**config.mk**
```make
export PLATFORM = sky130hd
export DESIGN_NAME = alu_result_fifo_flat
export DESIGN_NICKNAME = d
export VERILOG_FILES = /design/src/rtl/alu_result_fifo_if.sv /design/src/rtl/alu_result_fifo.sv /design/src/flat_wrapper.sv
export SDC_FILE = /design/constraint.sdc
export NUM_CORES = 1
export LEC_CHECK = 0
export ABC_AREA = 1
export BUFFER_PORTS_ARGS = -buffer_cell sky130_fd_sc_hd__buf_2
export CAP_MARGIN = 30
export CORE_MARGIN = 3
export CORE_UTILIZATION = 40
export DETAILED_ROUTE_END_ITERATION = 6
export GPL_TIMING_DRIVEN = 1
export PLACE_DENSITY = 0.59
export SLEW_MARGIN = 20
export SYNTH_ARGS = -nofsm -noshare
export SYNTH_HDL_FRONTEND = slang
export SYNTH_SLANG_ARGS = --single-unit
```
**constraint.sdc**
```tcl
create_clock -name clk -period 6.2 [get_ports clk]
set_clock_uncertainty 0.1 [all_clocks]
set_input_delay 0 -clock clk [delete_from_list [all_inputs] [get_ports clk]]
set_output_delay 0 -clock clk [all_outputs]
set_load 0.01 [all_outputs]
```
**src/rtl/alu_result_fifo_if.sv**
```systemverilog
// Handshake bundle between the ALU, the result FIFO and its consumer.
// The FIFO sits on the slave modport; the bench drives the master side.
interface alu_result_fifo_if #(
    parameter int unsigned DATA_W = 16,
    parameter int unsigned SEL_W  = 4,
    parameter int unsigned DEPTH  = 4
);
    logic                      in_valid;
    logic                      in_ready;
    logic [DATA_W-1:0]         alu_out;
    logic                      carry_out;
    logic [SEL_W-1:0]          alu_sel;
    logic                      out_valid;
    logic                      out_ready;
    logic [DATA_W-1:0]         out_data;
    logic [SEL_W-1:0]          out_sel;
    logic                      out_carry;
    logic                      out_zero;
    logic                      out_neg;
    logic [$clog2(DEPTH):0]    count;
    logic                      drop_err;

    modport slave (
        input  in_valid, alu_out, carry_out, alu_sel, out_ready,
        output in_ready, out_valid, out_data, out_sel, out_carry,
               out_zero, out_neg, count, drop_err
    );

    modport master (
        output in_valid, alu_out, carry_out, alu_sel, out_ready,
        input  in_ready, out_valid, out_data, out_sel, out_carry,
               out_zero, out_neg, count, drop_err
    );
endinterface

```
**src/rtl/alu_result_fifo.sv**
```systemverilog
// First-word-fall-through buffer for ALU results; derives zero/negative
// flags at capture and keeps a sticky drop diagnostic.
module alu_result_fifo #(
    parameter int unsigned DATA_W = 16,
    parameter int unsigned SEL_W  = 4,
    parameter int unsigned DEPTH  = 4
) (
    input  logic              clk,
    input  logic              rst_n,
    alu_result_fifo_if.slave  bus
);
    localparam int unsigned PTR_W = $clog2(DEPTH);
    localparam int unsigned CNT_W = $clog2(DEPTH) + 1;

    typedef struct packed {
        logic [DATA_W-1:0] data;
        logic [SEL_W-1:0]  sel;
        logic              carry;
        logic              zero;
        logic              neg;
    } entry_t;

    entry_t            r_mem [DEPTH];
    logic [PTR_W-1:0]  r_wr_ptr;
    logic [PTR_W-1:0]  r_rd_ptr;
    logic [CNT_W-1:0]  r_count;
    logic              r_drop_err;

    logic              w_full;
    logic              w_empty;
    logic              w_push;
    logic              w_pop;
    entry_t            w_new;
    entry_t            w_head;

    assign w_full  = (r_count == CNT_W'(DEPTH));
    assign w_empty = (r_count == '0);
    assign w_push  = bus.in_valid && !w_full;
    assign w_pop   = !w_empty && bus.out_ready;

    always_comb begin
        w_new       = '0;
        w_new.data  = bus.alu_out;
        w_new.sel   = bus.alu_sel;
        w_new.carry = bus.carry_out;
        w_new.zero  = (bus.alu_out == '0);
        w_new.neg   = bus.alu_out[DATA_W-1];
    end

    // Storage is deliberately left out of reset; count gates visibility.
    always_ff @(posedge clk) begin
        if (w_push) begin
            r_mem[r_wr_ptr] <= w_new;
        end
    end

    always_ff @(posedge clk or negedge rst_n) begin
        if (!rst_n) begin
            r_wr_ptr   <= '0;
            r_rd_ptr   <= '0;
            r_count    <= '0;
            r_drop_err <= 1'b0;
        end else begin
            if (w_push) begin
                r_wr_ptr <= r_wr_ptr + PTR_W'(1);
            end
            if (w_pop) begin
                r_rd_ptr <= r_rd_ptr + PTR_W'(1);
            end
            case ({w_push, w_pop})
                2'b10:   r_count <= r_count + CNT_W'(1);
                2'b01:   r_count <= r_count - CNT_W'(1);
                default: r_count <= r_count;
            endcase
            if (bus.in_valid && w_full) begin
                r_drop_err <= 1'b1;
            end
        end
    end

    always_comb begin
        w_head = '0;
        if (!w_empty) begin
            w_head = r_mem[r_rd_ptr];
        end
    end

    assign bus.in_ready  = !w_full;
    assign bus.out_valid = !w_empty;
    assign bus.out_data  = w_head.data;
    assign bus.out_sel   = w_head.sel;
    assign bus.out_carry = w_head.carry;
    assign bus.out_zero  = w_head.zero;
    assign bus.out_neg   = w_head.neg;
    assign bus.count     = r_count;
    assign bus.drop_err  = r_drop_err;
endmodule

```
**src/flat_wrapper.sv**
```systemverilog
// flat-port wrapper written by rule: the top's interface ports become plain ports
module alu_result_fifo_flat 
#(
    parameter int unsigned DATA_W = 16,
    parameter int unsigned SEL_W  = 4,
    parameter int unsigned DEPTH  = 4
)
  (clk, rst_n, bus_in_valid, bus_alu_out, bus_carry_out, bus_alu_sel, bus_out_ready, bus_in_ready, bus_out_valid, bus_out_data, bus_out_sel, bus_out_carry, bus_out_zero, bus_out_neg, bus_count, bus_drop_err);
  alu_result_fifo_if #(.DATA_W(DATA_W), .SEL_W(SEL_W), .DEPTH(DEPTH)) bus_i ();
  input  logic clk;
  input  logic rst_n;
  input wire logic [$bits(bus_i.in_valid)-1:0] bus_in_valid;
  input wire logic [$bits(bus_i.alu_out)-1:0] bus_alu_out;
  input wire logic [$bits(bus_i.carry_out)-1:0] bus_carry_out;
  input wire logic [$bits(bus_i.alu_sel)-1:0] bus_alu_sel;
  input wire logic [$bits(bus_i.out_ready)-1:0] bus_out_ready;
  output wire logic [$bits(bus_i.in_ready)-1:0] bus_in_ready;
  output wire logic [$bits(bus_i.out_valid)-1:0] bus_out_valid;
  output wire logic [$bits(bus_i.out_data)-1:0] bus_out_data;
  output wire logic [$bits(bus_i.out_sel)-1:0] bus_out_sel;
  output wire logic [$bits(bus_i.out_carry)-1:0] bus_out_carry;
  output wire logic [$bits(bus_i.out_zero)-1:0] bus_out_zero;
  output wire logic [$bits(bus_i.out_neg)-1:0] bus_out_neg;
  output wire logic [$bits(bus_i.count)-1:0] bus_count;
  output wire logic [$bits(bus_i.drop_err)-1:0] bus_drop_err;
  assign bus_i.in_valid = bus_in_valid;
  assign bus_i.alu_out = bus_alu_out;
  assign bus_i.carry_out = bus_carry_out;
  assign bus_i.alu_sel = bus_alu_sel;
  assign bus_i.out_ready = bus_out_ready;
  assign bus_in_ready = bus_i.in_ready;
  assign bus_out_valid = bus_i.out_valid;
  assign bus_out_data = bus_i.out_data;
  assign bus_out_sel = bus_i.out_sel;
  assign bus_out_carry = bus_i.out_carry;
  assign bus_out_zero = bus_i.out_zero;
  assign bus_out_neg = bus_i.out_neg;
  assign bus_count = bus_i.count;
  assign bus_drop_err = bus_i.drop_err;
  alu_result_fifo #(.DATA_W(DATA_W), .SEL_W(SEL_W), .DEPTH(DEPTH)) u_core (.clk(clk), .rst_n(rst_n), .bus(bus_i));
endmodule
```
==> metrics.md <==
| Metric | Value |
|---|---|
| Num ports | `54` |
| Share of layout cells above drive strength 1 | `between 10% and 20%` |
| First-pass GRT wire length | `around 14 mm` |
| Initial Util | `41.6%` |
| Aggregate global-route resource usage | `between 10 and 15%` |
| Area after DPL | `0.00466 mm2` |
| PnR Total Power | `approximately 2.3 mW` |
| Design area | `about 0.0052 mm2` |
| # port buffers | `53` |
| Fillers | `approximately 960` |
| Routed WL per cell | `between 10 and 15 um` |
| Top-count cell post-synth | `nand2_1` |
| Die ar. | `0.0121 mm2` |
| Most frequent cells after synthesis | `nand2_1 (101), inv_1 (100), edfxtp_1 (88)` |
| Number of global-route vias before repair | `between 2000 and 3000` |
| Max-slew violation count | `0` |
| Dpl hpwl | `between 5 and 6 mm` |
| Largest net degree at the start of global routing | `48` |
| Crit path time final | `2340 ps` |
| Synthesized instance count | `approximately 420` |
| Seq/Total Area, Yosys | `65.5%` |
| Total wire length | `about 8.6 mm` |
| WS Path Type | `reg -> out` |
| Routed vias | `2858` |
| Grt total ovfl | `0` |
| Synth unique cells | `19` |
| Worst reg2reg endpoint | `u_core.bus.count[2]` |
| Longest Clk Path Bufs | `2` |
| Dominant cell type by area after synthesis | `edfxtp_1` |
| Post-synth ARST share | `8.33%` |
| Initial drt markers | `between 100 and 150` |
| Max VDD drop | `~240 uV` |
| Leakage | `2.37 nW` |
| Setup Buffers After CTS | `0` |
| Post-Place Cells | `596` |
| Cell Area, Synth | `roughly 0.0043 mm2` |
| Internal reg-to-reg setup slack | `about 4200 ps` |
| DIE WIDTH | `~110 um` |
| Post-synth EDFFs | `88` |
| Hold WC Path Type | `in -> reg` |
| Status | `completed` |
| Yosys reg bits | `96` |
| Crit path buf inv count | `3` |
| Path depth of the worst reg2reg path | `10` |
| Worst-margin pin slew | `a little under 800 ps` |
| Max Cap Violations | `0` |
| Relative slew slack | `approximately 47%` |
| Area contributors post-synth | `edfxtp_1 (61%), nand2_1 (8.7%), inv_1 (8.7%), nand3_1 (5.5%), dfrtp_1 (4.6%)` |
| CP top delay family | `buffers and inverters` |
| CP Launch Type | `flip-flop` |
| Critical Path Fanout Max | `between 40 and 50` |
| Clk sinks | `96` |
| Area grow syn2layout | `19.5%` |
| Place WS | `about 4200 ps` |
| Fin. Hold Viols | `0` |
| Hold Crit Start | `bus_alu_sel[0]` |
| Crit-path max cell delay | `around 470 ps` |
| Crit path cell chain | `buf_4 -> inv_2 -> nand2_1 -> nand3_1 -> a21oi_1 -> buf_2` |
| Fin cells | `~640` |
| Power Dens Cells | `about 450 mW/mm2` |
| Syn nets | `450` |
| Root Driver | `clkbuf_8` |
| Drt via density | `between 4 and 5` |
| Final setup margin | `roughly 3900 ps` |
| Hold path cells | `2` |
| Final net count | `~530` |
| Placer Congestion | `~0.70` |
| Die height | `roughly 110 um` |
| CTS clk-pin slew, worst paths | `about 90 ps` |
| Worst reg2reg startpoint | `u_core.bus.count[1]` |
| Initial antenna violation count | `0` |
| Final setup fails | `0` |
| Post-CTS Resized | `0` |
| CP max stage cell | `inv_2` |
| Post-synth top area share | `60.9%` |
| Required @ worst endpoint | `approximately 6000 ps` |
| Crit share post-route | `between 30% and 40%` |
| First drt pass iteration count | `4` |
| Critical Path AT | `~2200 ps` |
| Antenna Cells | `0` |
| Avg Synthesized Cell Area | `just over 10 um2` |
| Setup TNS | `0 ps` |
| RSZ-0062 raised after global routing | `no` |
| Hold endpoint | `u_core.r_mem[1][3]` |
| Post-route antenna net violation count | `0` |
| H-tree levels | `3` |
| Drc violations | `0` |
| Core Box Area | `0.0104 mm2` |
| Max Fclk | `0.427 GHz` |
| Synthesis Warnings | `0` |
| Ys flop type | `edfxtp_1` |
| Worst skew pair latency | `roughly 340 ps` |
| CP endpoint kind | `output port` |
| CTS tree | `built` |
| Row count | `37` |
| Num CTS Buffers | `9` |
## state kept, by name, indices dropped and copies added (netlist names)
register             cells
u_core.bus.count         3
u_core.bus.drop_err      1
u_core.r_mem            88
u_core.r_rd_ptr          2
u_core.r_wr_ptr          2
## metal layers
layer | global-route usage (%) | part of all wire [%] | vias up
met5 | 0 | 0 | -
li1 | - | - | 1466
met4 | 4.22 | 0.84 | 0
met2 | 25.2 | 47 | 66
met3 | 2.10 | 4.7 | 9
met1 | 20.1 | 47 | 1317
## worst max-delay path by stage
stage / start / to / depth (start not counted)
after floorplan: u_core.bus.count[1] / u_core.r_mem[0][0] / 4
after global placement: u_core.r_rd_ptr[1] / bus_out_data[11] / 4
after detailed placement: u_core.bus.count[1] / u_core.bus.count[2] / 10
after CTS: u_core.r_rd_ptr[1] / bus_out_data[7] / 4
after global routing: u_core.r_rd_ptr[0] / bus_out_data[15] / 6
final: u_core.r_rd_ptr[0] / bus_out_data[9] / 6
## report_power, final
part	switching, mW	internal, mW
Sequential	0.0529	0.856
Combinational	0.588	0.315
Clock	0.207	0.306
## worst register-to-register path: cells and delay by family, from the launching register on
| kind | cells | cell delay (ps) |
|---|---|---|
| fa+ha+maj | 2 | 580 |
| flops | 1 | 410 |
| buf+inv | 2 | 210 |
| simple gates | 6 | 650 |
## metrics by stage
| stage | hold WS [ps] | utilization, % |
|---|---|---|
| final | 300 | 49.8 |
| after global routing | 321 | 49.8 |
| after CTS | 294 | 49.6 |
| after detailed placement | -237 | 44.7 |
| after global placement | -238 | 44.7 |
| after floorplan | -396 | - |
## kinds of logic after synthesis
| logic type | after synthesis | share of synthesized area, % |
|---|---|---|
| xor+xnor | 2 | 0.404 |
| simple gates | 168 | 16.4 |
| fa+ha+maj | 6 | 1.90 |
| buf+inv | 122 | 12.8 |
| compound gates | 25 | 2.94 |
| flops | 96 | 65.5 |
## what timing repair did
item,4_1_cts,5_1_grt
endpoints found under the setup margin,0,0
endpoints found under the hold margin,97,0
hold buffers,25,0
## final cells by class
| class | count | area, um2 | area share (%) |
|---|---|---|---|
| Sequential cell | 96 | 2840 | 54.9 |
| Inverter | 105 | 394 | 7.61 |
| Multi-Input combinational cell | 201 | 951 | 18.3 |
| Tap cell | 136 | 170 | 3.28 |
| Clock inverter | 6 | 133 | 2.56 |
| Timing Repair Buffer | 84 | 568 | 11.0 |
| Clock buffer | 9 | 124 | 2.39 |
## layout by cell type, fill, tap and decap left out, types with 3 or more instances in the layout
| master | n |
|---|---|
| nand3_1 | 48 |
| nor2_1 | 9 |
| dfrtp_1 | 8 |
| a21oi_1 | 22 |
| buf_2 | 53 |
| nor2_2 | 4 |
| edfxtp_1 | 88 |
| nand2_1 | 101 |
| inv_2 | 5 |
| buf_4 | 5 |
| dlygate4sd3_1 | 25 |
| bufinv_16 | 4 |
| ha_1 | 5 |
| nand4_1 | 3 |
| inv_1 | 100 |
| clkbuf_8 | 9 |
Power figures use the tool's default switching activity.
